**src/rtl/spandex_types.sv**
```systemverilog
// Shared types for the L2 response-plane arbiter.
//   l2_arb_pkt_t      : one coherence packet as carried on the response NoC plane
//   arb_src_t         : which L2 source a granted packet came from
//   L2_RSP_ARB_CNT_W  : width of the optional per-source packet counters
//   cnt_sat_inc()     : saturating increment used by those counters
package spandex_types;

    localparam int L2_RSP_ARB_CNT_W = 16;

    localparam int COH_MSG_W   = 5;
    localparam int REQ_ID_W    = 4;
    localparam int ADDR_W      = 32;
    localparam int LINE_W      = 64;
    localparam int WORD_MASK_W = 4;

    // Message codes used by the responders feeding this block.
    localparam logic [COH_MSG_W-1:0] RSP_DATA = 5'd4;
    localparam logic [COH_MSG_W-1:0] FWD_GETS = 5'd8;

    typedef enum logic {
        ARB_SRC_RSP = 1'b0,
        ARB_SRC_FWD = 1'b1
    } arb_src_t;

    typedef struct packed {
        logic [COH_MSG_W-1:0]   coh_msg;
        logic [REQ_ID_W-1:0]    req_id;
        logic [1:0]             to_req;
        logic [ADDR_W-1:0]      addr;
        logic [LINE_W-1:0]      line;
        logic [WORD_MASK_W-1:0] word_mask;
    } l2_arb_pkt_t;

    // Increment that sticks at all-ones instead of wrapping.
    function automatic logic [L2_RSP_ARB_CNT_W-1:0] cnt_sat_inc(
        input logic [L2_RSP_ARB_CNT_W-1:0] v
    );
        logic [L2_RSP_ARB_CNT_W-1:0] r;
        if (v == {L2_RSP_ARB_CNT_W{1'b1}}) begin
            r = v;
        end else begin
            r = v + L2_RSP_ARB_CNT_W'(1);
        end
        return r;
    endfunction

endpackage

```
**src/rtl/l2_rsp_plane_arb_fifo.sv**
```systemverilog
// Small synchronous FIFO used to buffer one arbiter source.
// Ports:
//   clk, rst         : clock, asynchronous active-low reset (empties the FIFO)
//   push, push_data  : write request; ignored while full
//   pop              : read request; ignored while empty
//   full, empty      : status from registered occupancy
//   head             : oldest entry (valid while !empty)
// DEPTH must be a power of two >= 2 so pointers wrap naturally.
module l2_arb_fifo #(
    parameter int  DEPTH = 2,
    parameter type T     = logic [7:0]
) (
    input  logic clk,
    input  logic rst,
    input  logic push,
    input  T     push_data,
    input  logic pop,
    output logic full,
    output logic empty,
    output T     head
);

    localparam int PTR_W = $clog2(DEPTH);
    localparam int CNT_W = PTR_W + 1;

    T                 mem_q [DEPTH];
    T                 mem_d [DEPTH];
    logic [PTR_W-1:0] wr_ptr_q, wr_ptr_d;
    logic [PTR_W-1:0] rd_ptr_q, rd_ptr_d;
    logic [CNT_W-1:0] count_q, count_d;
    logic             push_ok_s;
    logic             pop_ok_s;

    assign full      = (count_q == CNT_W'(DEPTH));
    assign empty     = (count_q == {CNT_W{1'b0}});
    assign head      = mem_q[rd_ptr_q];
    // Full blocks a push even when a pop frees a slot in the same cycle.
    assign push_ok_s = push & ~full;
    assign pop_ok_s  = pop & ~empty;

    // Next-state for storage, pointers and occupancy.
    always_comb begin
        mem_d    = mem_q;
        wr_ptr_d = wr_ptr_q;
        rd_ptr_d = rd_ptr_q;
        count_d  = count_q;
        if (push_ok_s) begin
            mem_d[wr_ptr_q] = push_data;
            wr_ptr_d        = wr_ptr_q + PTR_W'(1);
        end else begin
            wr_ptr_d = wr_ptr_q;
        end
        if (pop_ok_s) begin
            rd_ptr_d = rd_ptr_q + PTR_W'(1);
        end else begin
            rd_ptr_d = rd_ptr_q;
        end
        case ({push_ok_s, pop_ok_s})
            2'b10:   count_d = count_q + CNT_W'(1);
            2'b01:   count_d = count_q - CNT_W'(1);
            default: count_d = count_q;
        endcase
    end

    // FIFO state registers; reset discards every buffered entry.
    always_ff @(posedge clk or negedge rst) begin
        if (!rst) begin
            for (int i = 0; i < DEPTH; i++) begin
                mem_q[i] <= '0;
            end
            wr_ptr_q <= {PTR_W{1'b0}};
            rd_ptr_q <= {PTR_W{1'b0}};
            count_q  <= {CNT_W{1'b0}};
        end else begin
            mem_q    <= mem_d;
            wr_ptr_q <= wr_ptr_d;
            rd_ptr_q <= rd_ptr_d;
            count_q  <= count_d;
        end
    end

endmodule

```
**src/rtl/l2_rsp_plane_arb.sv**
```systemverilog
// Merges the L2's response (rsp) and forwarded-data (fwd) streams onto one
// outgoing response NoC plane. Each source is buffered in its own FIFO; a
// single output register holds the granted packet stable until accepted.
// rsp has priority, but after MAX_CONSEC back-to-back rsp grants with fwd
// waiting, fwd is granted once.
// Ports:
//   clk, rst                         : clock, asynchronous active-low reset
//   rsp_valid/rsp_ready/rsp_data     : source 0 (responses to requesters)
//   fwd_valid/fwd_ready/fwd_data     : source 1 (forwarded data)
//   out_valid/out_ready/out_data     : NoC plane handshake and packet
//   out_src                          : 0 = rsp, 1 = fwd
//   idle                             : both FIFOs empty and out_valid low
// Optional build macro L2_RSP_ARB_STATS_EN adds:
//   stats_clr                        : zero both counters next cycle
//   stats_rsp_cnt / stats_fwd_cnt    : saturating accepted-packet counts
module l2_rsp_plane_arb
    import spandex_types::*;
#(
    parameter int FIFO_DEPTH = 2,
    parameter int MAX_CONSEC = 4
) (
    input  logic        clk,
    input  logic        rst,
    input  logic        rsp_valid,
    output logic        rsp_ready,
    input  l2_arb_pkt_t rsp_data,
    input  logic        fwd_valid,
    output logic        fwd_ready,
    input  l2_arb_pkt_t fwd_data,
    output logic        out_valid,
    input  logic        out_ready,
    output l2_arb_pkt_t out_data,
    output logic        out_src,
    output logic        idle
`ifdef L2_RSP_ARB_STATS_EN
    ,
    input  logic                        stats_clr,
    output logic [L2_RSP_ARB_CNT_W-1:0] stats_rsp_cnt,
    output logic [L2_RSP_ARB_CNT_W-1:0] stats_fwd_cnt
`endif
);

    localparam logic [3:0] MAX_C = 4'(MAX_CONSEC);

    logic        rsp_full_s, rsp_empty_s, rsp_pop_s;
    logic        fwd_full_s, fwd_empty_s, fwd_pop_s;
    l2_arb_pkt_t rsp_head_s, fwd_head_s;
    logic        rsp_has_s, fwd_has_s;
    logic        load_s;
    arb_src_t    grant_s;

    logic        out_valid_q, out_valid_d;
    l2_arb_pkt_t out_data_q, out_data_d;
    arb_src_t    out_src_q, out_src_d;
    logic [3:0]  consec_q, consec_d;

    assign rsp_ready = ~rsp_full_s;
    assign fwd_ready = ~fwd_full_s;
    assign rsp_has_s = ~rsp_empty_s;
    assign fwd_has_s = ~fwd_empty_s;

    l2_arb_fifo #(.DEPTH(FIFO_DEPTH), .T(l2_arb_pkt_t)) u_rsp_fifo (
        .clk       (clk),
        .rst       (rst),
        .push      (rsp_valid & rsp_ready),
        .push_data (rsp_data),
        .pop       (rsp_pop_s),
        .full      (rsp_full_s),
        .empty     (rsp_empty_s),
        .head      (rsp_head_s)
    );

    l2_arb_fifo #(.DEPTH(FIFO_DEPTH), .T(l2_arb_pkt_t)) u_fwd_fifo (
        .clk       (clk),
        .rst       (rst),
        .push      (fwd_valid & fwd_ready),
        .push_data (fwd_data),
        .pop       (fwd_pop_s),
        .full      (fwd_full_s),
        .empty     (fwd_empty_s),
        .head      (fwd_head_s)
    );

    // The output register can take a new packet when empty or being drained.
    assign load_s    = (~out_valid_q | out_ready) & (rsp_has_s | fwd_has_s);
    assign rsp_pop_s = load_s & (grant_s == ARB_SRC_RSP);
    assign fwd_pop_s = load_s & (grant_s == ARB_SRC_FWD);

    // Source selection: rsp first unless fwd has waited through MAX_CONSEC grants.
    always_comb begin
        grant_s = ARB_SRC_RSP;
        if (rsp_has_s && fwd_has_s) begin
            if (consec_q == MAX_C) begin
                grant_s = ARB_SRC_FWD;
            end else begin
                grant_s = ARB_SRC_RSP;
            end
        end else if (fwd_has_s) begin
            grant_s = ARB_SRC_FWD;
        end else begin
            grant_s = ARB_SRC_RSP;
        end
    end

    // Output register and fairness counter next-state.
    always_comb begin
        out_valid_d = out_valid_q;
        out_data_d  = out_data_q;
        out_src_d   = out_src_q;
        consec_d    = consec_q;
        if (load_s) begin
            out_valid_d = 1'b1;
            out_src_d   = grant_s;
            if (grant_s == ARB_SRC_FWD) begin
                out_data_d = fwd_head_s;
                consec_d   = 4'd0;
            end else begin
                out_data_d = rsp_head_s;
                // Only rsp grants that make fwd wait count against fairness.
                if (fwd_has_s) begin
                    consec_d = (consec_q >= MAX_C) ? MAX_C : (consec_q + 4'd1);
                end else begin
                    consec_d = 4'd0;
                end
            end
        end else if (out_ready) begin
            out_valid_d = 1'b0;
        end else begin
            out_valid_d = out_valid_q;
        end
    end

    // Output stage and fairness counter registers.
    always_ff @(posedge clk or negedge rst) begin
        if (!rst) begin
            out_valid_q <= 1'b0;
            out_data_q  <= '0;
            out_src_q   <= ARB_SRC_RSP;
            consec_q    <= 4'd0;
        end else begin
            out_valid_q <= out_valid_d;
            out_data_q  <= out_data_d;
            out_src_q   <= out_src_d;
            consec_q    <= consec_d;
        end
    end

    assign out_valid = out_valid_q;
    assign out_data  = out_data_q;
    assign out_src   = out_src_q;
    assign idle      = rsp_empty_s & fwd_empty_s & ~out_valid_q;

`ifdef L2_RSP_ARB_STATS_EN
    logic [L2_RSP_ARB_CNT_W-1:0] stats_rsp_q, stats_rsp_d;
    logic [L2_RSP_ARB_CNT_W-1:0] stats_fwd_q, stats_fwd_d;

    // Per-source accepted-packet counters; clear wins over a same-cycle accept.
    always_comb begin
        stats_rsp_d = stats_rsp_q;
        stats_fwd_d = stats_fwd_q;
        if (stats_clr) begin
            stats_rsp_d = {L2_RSP_ARB_CNT_W{1'b0}};
            stats_fwd_d = {L2_RSP_ARB_CNT_W{1'b0}};
        end else if (out_valid_q && out_ready) begin
            if (out_src_q == ARB_SRC_FWD) begin
                stats_fwd_d = cnt_sat_inc(stats_fwd_q);
            end else begin
                stats_rsp_d = cnt_sat_inc(stats_rsp_q);
            end
        end else begin
            stats_rsp_d = stats_rsp_q;
            stats_fwd_d = stats_fwd_q;
        end
    end

    // Statistics counter registers.
    always_ff @(posedge clk or negedge rst) begin
        if (!rst) begin
            stats_rsp_q <= {L2_RSP_ARB_CNT_W{1'b0}};
            stats_fwd_q <= {L2_RSP_ARB_CNT_W{1'b0}};
        end else begin
            stats_rsp_q <= stats_rsp_d;
            stats_fwd_q <= stats_fwd_d;
        end
    end

    assign stats_rsp_cnt = stats_rsp_q;
    assign stats_fwd_cnt = stats_fwd_q;
`endif

endmodule

```
**config.mk**
```make
export PLATFORM = sky130hd
export DESIGN_NAME = l2_rsp_plane_arb
export DESIGN_NICKNAME = d
export VERILOG_FILES = /design/src/rtl/spandex_types.sv /design/src/rtl/l2_rsp_plane_arb_fifo.sv /design/src/rtl/l2_rsp_plane_arb.sv
export SDC_FILE = /design/constraint.sdc
export NUM_CORES = 1
export LEC_CHECK = 0
export BUFFER_PORTS_ARGS = -buffer_cell sky130_fd_sc_hd__buf_2
export CAP_MARGIN = 10
export CELL_PAD_IN_SITES_DETAIL_PLACEMENT = 2
export CELL_PAD_IN_SITES_GLOBAL_PLACEMENT = 2
export CORE_AREA = 2 2 243 245
export CTS_CLUSTER_SIZE = 10
export DETAILED_ROUTE_END_ITERATION = 7
export DIE_AREA = 0 0 245 247
export GPL_TIMING_DRIVEN = 0
export PLACE_DENSITY_LB_ADDON = 0.3
export SYNTH_ARGS = -nofsm -noshare
export SYNTH_HDL_FRONTEND = slang
export SYNTH_SLANG_ARGS = --single-unit
export TNS_END_PERCENT = 1
```
**constraint.sdc**
```tcl
create_clock -name clk -period 5.3 [get_ports clk]
set_input_delay 1.06 -clock clk [delete_from_list [all_inputs] [get_ports clk]]
set_output_delay 1.06 -clock clk [all_outputs]
set_load 0.02 [all_outputs]
```
==> flow_metrics.tcl, run 1 <==
set metrics [dict create \
    outcome "finished clean" \
    syn-instance-count 1744 \
    drv_slew 0 \
    path_buf_inv 1 \
    irDropWorstVdd_v 0.000327 \
    holdBufCountCts 0 \
    place_ws_ns 2.24 \
    crit_path_max_fanout 5 \
    drc 0 \
    pwr-share-clk_pct 20.6 \
    cp-end-kind "primary output" \
    cp.required_ns 4.24 \
    ys_warn_count 0 \
    worstHoldPathType "primary input to asynchronous set/reset pin" \
    die_x_um 245 \
    critPathLaunchType "register" \
    clkLatencyLatePin_ns 0.61 \
    placed_cells 2864 \
    rsz0062_at_grt "false" \
    core_mm2 0.0582 \
    drt_first_pass_iters 5 \
    drt_iter0_markers 782 \
    grt.overflow.total 0 \
    tightestPinTransition_ns 0.831 \
    ys_ff_latch 569 \
    sw_frac_of_total_pct 37.9 \
    cts_tree "built" \
    syn_area_mm2 0.0246 \
    power_density_mw_per_mm2 718 \
    grt_pass1_wl_mm 122 \
    fin_crit_ns 2.82 \
    dieHeight_um 247 \
    fp-row-count 89 \
    max-slew-margin-rel_pct 44.6 \
    postCtsSetupRepairBufs 0 \
    power_leakage_uw 0.0140 \
    hold_viol 0 \
    worst_hold_slack_ns 0.403 \
    reg2reg_slack_ns 2.81 \
    utilization_pct 50.6 \
    h-tree-depth 3 \
    ios 343 \
    cts_buffer_depth 3 \
    track_usage_pct 27.0 \
    path_delay_family "simple AND/OR/NAND/NOR gates" \
    start_util_pct 42.3 \
    nets 2393 \
    dieArea_mm2 0.0605 \
    pwr-share-comb_pct 41.5 \
    arrival_ns 1.76 \
    antenna_found_initial 30 \
    drive_gt1_share_pct 41.0 \
    fmax_mhz 355 \
    setup_slack_ns 2.48 \
    grt_pass1_vias 19256 \
    cts_resized 0 \
    power.share.sequential_pct 37.9 \
    root_buffer "clkbuf_16" \
    via_per_inst 5.50 \
    setup_violations 0 \
    cap_viol_max_count 0 \
    crit_chain "or2_4 -> nor3_1 -> buf_2" \
    post-route-period-util_pct 53.1 \
    syn_to_final_growth_pct 19.7 \
    cpMaxStageDelayCell "dfrtp_1" \
    dp_hpwl_mm 52.9 \
    wl_per_cell_um 27.0 \
    vias 16386 \
    seq_area_frac_synth_pct 57.8 \
    synth.distinct_cells 35 \
    ant_nets 0 \
    port_buffers 342 \
    syn_nets 1975 \
    syn_avg_cell_area_um2 14.1 \
    grt_max_degree 121 \
    max_stage_delay_ns 0.43 \
    skew_ns 0.0255 \
    cts.sinks 569 \
    wl_mm 80.3 \
    layout.cells.non_filler 2977 \
    crit_type "register to primary output" \
    path_clk_slew_ns 0.05 \
    p_sw_uw 8010 \
    cts_buffers 69 \
    place_congestion 0.771 \
    intPower_uw 13100 \
]
## per-stage QoR
stage                     instance area (um^2)  total power, uW  TNS (ns)
after floorplan                          24600            13600         0
after global placement                   27300            15900  -4731.72
after detailed placement                 27400            16600         0
after CTS                                29400            21300         0
after global routing                     29500            22400         0
final                                    29500            21200         0
## sequential cells by signal, indices dropped and copies added, names as in the netlist
signal and cells:
out_src 1, u_rsp_fifo.rd_ptr_q 1, u_fwd_fifo.mem_q 222, out_valid 1, u_rsp_fifo.count_q 2, consec_q 4
u_fwd_fifo.count_q 2, u_fwd_fifo.wr_ptr_q 1, out_data 111, u_rsp_fifo.mem_q 222, u_rsp_fifo.wr_ptr_q 1, u_fwd_fifo.rd_ptr_q 1
## path summary, 6_finish.rpt
| path | start | to | cells past startpoint |
|---|---|---|---|
| worst max-delay path | u_rsp_fifo.count_q[0] | idle | 3 |
| worst min-delay path | rst | out_data[60] | 1 |
| worst max register to register | consec_q[0] | u_fwd_fifo.count_q[1] | 9 |
| worst min register to register | u_rsp_fifo.mem_q[157] | u_rsp_fifo.mem_q[157] | 1 |
| max in group asynchronous | rst | u_fwd_fifo.mem_q[22] | 4 |
| min in group clk | u_rsp_fifo.mem_q[157] | u_rsp_fifo.mem_q[157] | 1 |
## final cells by class
| class | instances | area, um^2 |
|---|---|---|
| fill | 5553 | 28800 |
| timing repair buffer | 347 | 1860 |
| sequential | 569 | 14200 |
| antenna | 17 | 42.5 |
| clock buffer | 91 | 1930 |
| tap | 773 | 967 |
| clock inverter | 5 | 51.3 |
| multi-input combinational | 1048 | 9520 |
| buffer | 123 | 848 |
| inverter | 4 | 15.0 |
## power by group through the flow
stage          sequential (uW)  combinational, uW  clock, uW
3_5_place_dp              7940               8650          0
3_3_place_gp              7700               8200          0
4_1_cts                   8000               8910       4440
2_1_floorplan             8000               5610          0
5_1_grt                   8250               9540       4600
6_report                  8010               8790       4350
## routing by layer
metal / GRT usage [%] / wire [um] / share of wire [%] / up-vias
li1: - / - / - / 7094
met1: 32.1 / 31800 / 40 / 8720
met2: 47.9 / 42100 / 52 / 380
met3: 5.51 / 3610 / 4.5 / 166
met4: 10.5 / 2560 / 3.2 / 26
met5: 0 / 178 / 0.22 / -
## layout by cell type (no fill, tap or decap), types with 17 or more instances in the layout
cell type and count:
a21oi_1 112, a22o_1 111, buf_2 407, buf_6 33, clkbuf_1 20, clkbuf_16 72
dfrtp_1 569, diode_2 17, mux2_1 98, mux2_2 346, mux2i_1 222, nand2_1 113
## cells in the mapped netlist
| cell type | n | area share, % |
|---|---|---|
| xor2_1 | 4 | 0.14 |
| o22ai_1 | 1 | 0.025 |
| nand3_1 | 5 | 0.10 |
| or2_1 | 1 | 0.025 |
| mux2_1 | 98 | 4.5 |
| nand2_1 | 113 | 1.7 |
| mux2i_1 | 222 | 9.0 |
| nor2_1 | 5 | 0.076 |
| xnor2_1 | 6 | 0.21 |
| nor2_2 | 2 | 0.051 |
| nor2b_1 | 1 | 0.025 |
| nand3b_1 | 1 | 0.031 |
| a22oi_1 | 1 | 0.031 |
| buf_1 | 2 | 0.031 |
| clkbuf_1 | 7 | 0.11 |
| buf_4 | 15 | 0.46 |
| mux2_2 | 346 | 16 |
| nand2b_2 | 1 | 0.036 |
| a21o_1 | 2 | 0.061 |
| o21ai_0 | 2 | 0.041 |
| buf_2 | 66 | 1.3 |
| a21oi_1 | 112 | 2.3 |
| inv_1 | 4 | 0.061 |
| or2_4 | 1 | 0.036 |
| nand2b_1 | 2 | 0.051 |
| nand2_2 | 1 | 0.025 |
| ha_1 | 4 | 0.20 |
| nor3_1 | 2 | 0.041 |
| a22o_1 | 111 | 3.9 |
| and2_1 | 1 | 0.025 |
| nor3_2 | 1 | 0.041 |
| o21ai_1 | 1 | 0.020 |
| dfrtp_1 | 569 | 58 |
| buf_6 | 33 | 1.5 |
| a21oi_4 | 1 | 0.066 |
## cell families after synthesis
kind of cell             Yosys count  share of synthesized area [%]
XOR/XNOR                          10                          0.356
AO/OA/AOI/OAI                    231                           6.47
multiplexers                     666                           29.3
AND/OR/NAND/NOR                  137                           2.29
buffers and inverters            127                           3.51
adder cells (fa/ha/maj)            4                          0.203
flip-flops                       569                           57.8
No activity file was read; power rests on OpenSTA's default activity.
==> inputs of run 2 (changes only) <==
- CORE_AREA: 2 2 243 245 -> 2 2 252 254
- DIE_AREA: 0 0 245 247 -> 0 0 254 256
- clock period: 5.3 -> 2.78 ns (I/O delays scaled with it)
==> flow_metrics.tcl, run 2 (same netlist as run 1, synthesis figures left out) <==
set metrics [dict create \
    outcome "finished clean" \
    crit_type "register to register" \
    start_util_pct 39.5 \
    grt_max_degree 126 \
    max-slew-margin-rel_pct 37.9 \
    dieArea_mm2 0.0650 \
    layout_commonest_cell "dfrtp_1" \
    place_area_mm2 0.0275 \
    wl_per_cell_um 24.6 \
    track_usage_pct 23.5 \
    dp_hpwl_mm 52.1 \
    fp-row-count 92 \
    final_cell_area_mm2 0.0295 \
    nets 2392 \
    cp-end-kind "register" \
    fmax_mhz 395 \
    root_buffer "clkbuf_16" \
    crit_path_max_fanout 10 \
    power_density_mw_per_mm2 1340 \
    via_per_inst 5.26 \
    vias 16056 \
    post-route-period-util_pct 91.1 \
    port_buffers 342 \
    cts_buffers 69 \
    layout_common_cells "dfrtp_1 (569), buf_2 (407), mux2_2 (346), mux2i_1 (222), nand2_1 (113)" \
    antenna_found_initial 36 \
    fin_crit_ns 2.53 \
    clkLatencyLatePin_ns 0.60 \
    cap_viol_max_count 0 \
    drt_iter0_markers 700 \
    drt_first_pass_iters 4 \
    tightestPinTransition_ns 0.931 \
    rsz0062_at_grt "false" \
    core_mm2 0.0624 \
    cp.required_ns 3.29 \
    postCtsSetupRepairBufs 0 \
    grt_pass1_wl_mm 115 \
    hold_viol 0 \
    ios 343 \
    holdBufCountCts 0 \
    irDropWorstVdd_v 0.000567 \
    cts_resized 0 \
    grt_pass1_vias 18712 \
    cts.sinks 569 \
    critPathLaunchType "register" \
    utilization_pct 47.3 \
    skew_ns 0.0226 \
    syn_to_final_growth_pct 19.8 \
    ant_nets 0 \
    cts_buffer_depth 3 \
    setup_violations 0 \
    wl_mm 75.1 \
    cts_tree "built" \
    num-fill-cells 6047 \
    die_x_um 254 \
    place_congestion 0.758 \
    drive_gt1_share_pct 40.8 \
    grt.overflow.total 0 \
    worstHoldPathType "primary input to asynchronous set/reset pin" \
    h-tree-depth 3 \
    drv_slew 0 \
    path_clk_slew_ns 0.06 \
    arrival_ns 3.04 \
    dieHeight_um 256 \
    power_leakage_uw 0.0139 \
    drc 0 \
]
run 2: cell count changes in the layout (fill, tap and decap cells not counted), sizes merged:
cell,change
bufinv,+1
clkinv,-1
buf,-1
inv,-2
diode,+3
run 2: through the flow:
step                      worst slack (ns)   TNS, ns  hold slack, ns  power [uW]  std cells
after floorplan                      0.882         0           0.260       25900       1744
after global placement              -10.48  -5917.00           0.459       30400       2932
after detailed placement             0.233         0           0.463       31500       2936
after CTS                            0.179         0          0.0702       40000       3030
after global routing                0.0149         0          0.0985       42100       3043
final                                0.246         0          0.0163       39500       3050
run 2: final timing paths:
kind                                        from                    end  slack [ns]  depth (start not counted)
max                                  consec_q[0]  u_fwd_fifo.count_q[1]        0.25                          9
min                                          rst  u_rsp_fifo.mem_q[174]        0.02                          1
max reg2reg                          consec_q[0]  u_fwd_fifo.count_q[1]        0.25                          9
min reg2reg                u_rsp_fifo.mem_q[157]  u_rsp_fifo.mem_q[157]        0.48                          1
max in group asynchronous                    rst           out_data[20]        1.13                          3
min in group clk                    rsp_data[63]  u_rsp_fifo.mem_q[174]        0.19                          2
run 2: power by group:
part           internal (uW)  switching, uW  total, uW
registers              12600           2410      15000
logic                   7610           8730      16300
clock network           4780           3370       8150
total                  25000          14500      39500
run 2: cell type report:
type	instances	area [um^2]	area share, %
Sequential cell	569	14200	48.3
Multi-Input combinational cell	1048	9520	32.3
Clock buffer	91	1890	6.41
Timing Repair Buffer	346	1830	6.21
Tap cell	846	1060	3.59
Buffer	123	848	2.88
Antenna cell	20	50.0	0.170
Clock inverter	3	43.8	0.148
Inverter	4	15.0	0.0509
run 2: worst max-delay path: stages, from the launching register on:
cell and delay [ns]:
dfrtp_1 0.39, inv_1 0.06, ha_1 0.19, nand3b_1 0.18, a21o_1 0.24, buf_2 0.51, nor2_1 0.20, ha_1 0.37
nor2_1 0.15, xor2_1 0.15
run 2: layer usage:
layer  up-vias  GRT usage [%]  share of wire [%]
li1       7082              -                  -
met1      8488           29.3                 41
met2       318           39.5                 50
met3       138           5.76                5.1
met4        30           8.46                2.8
met5         -              0               0.25
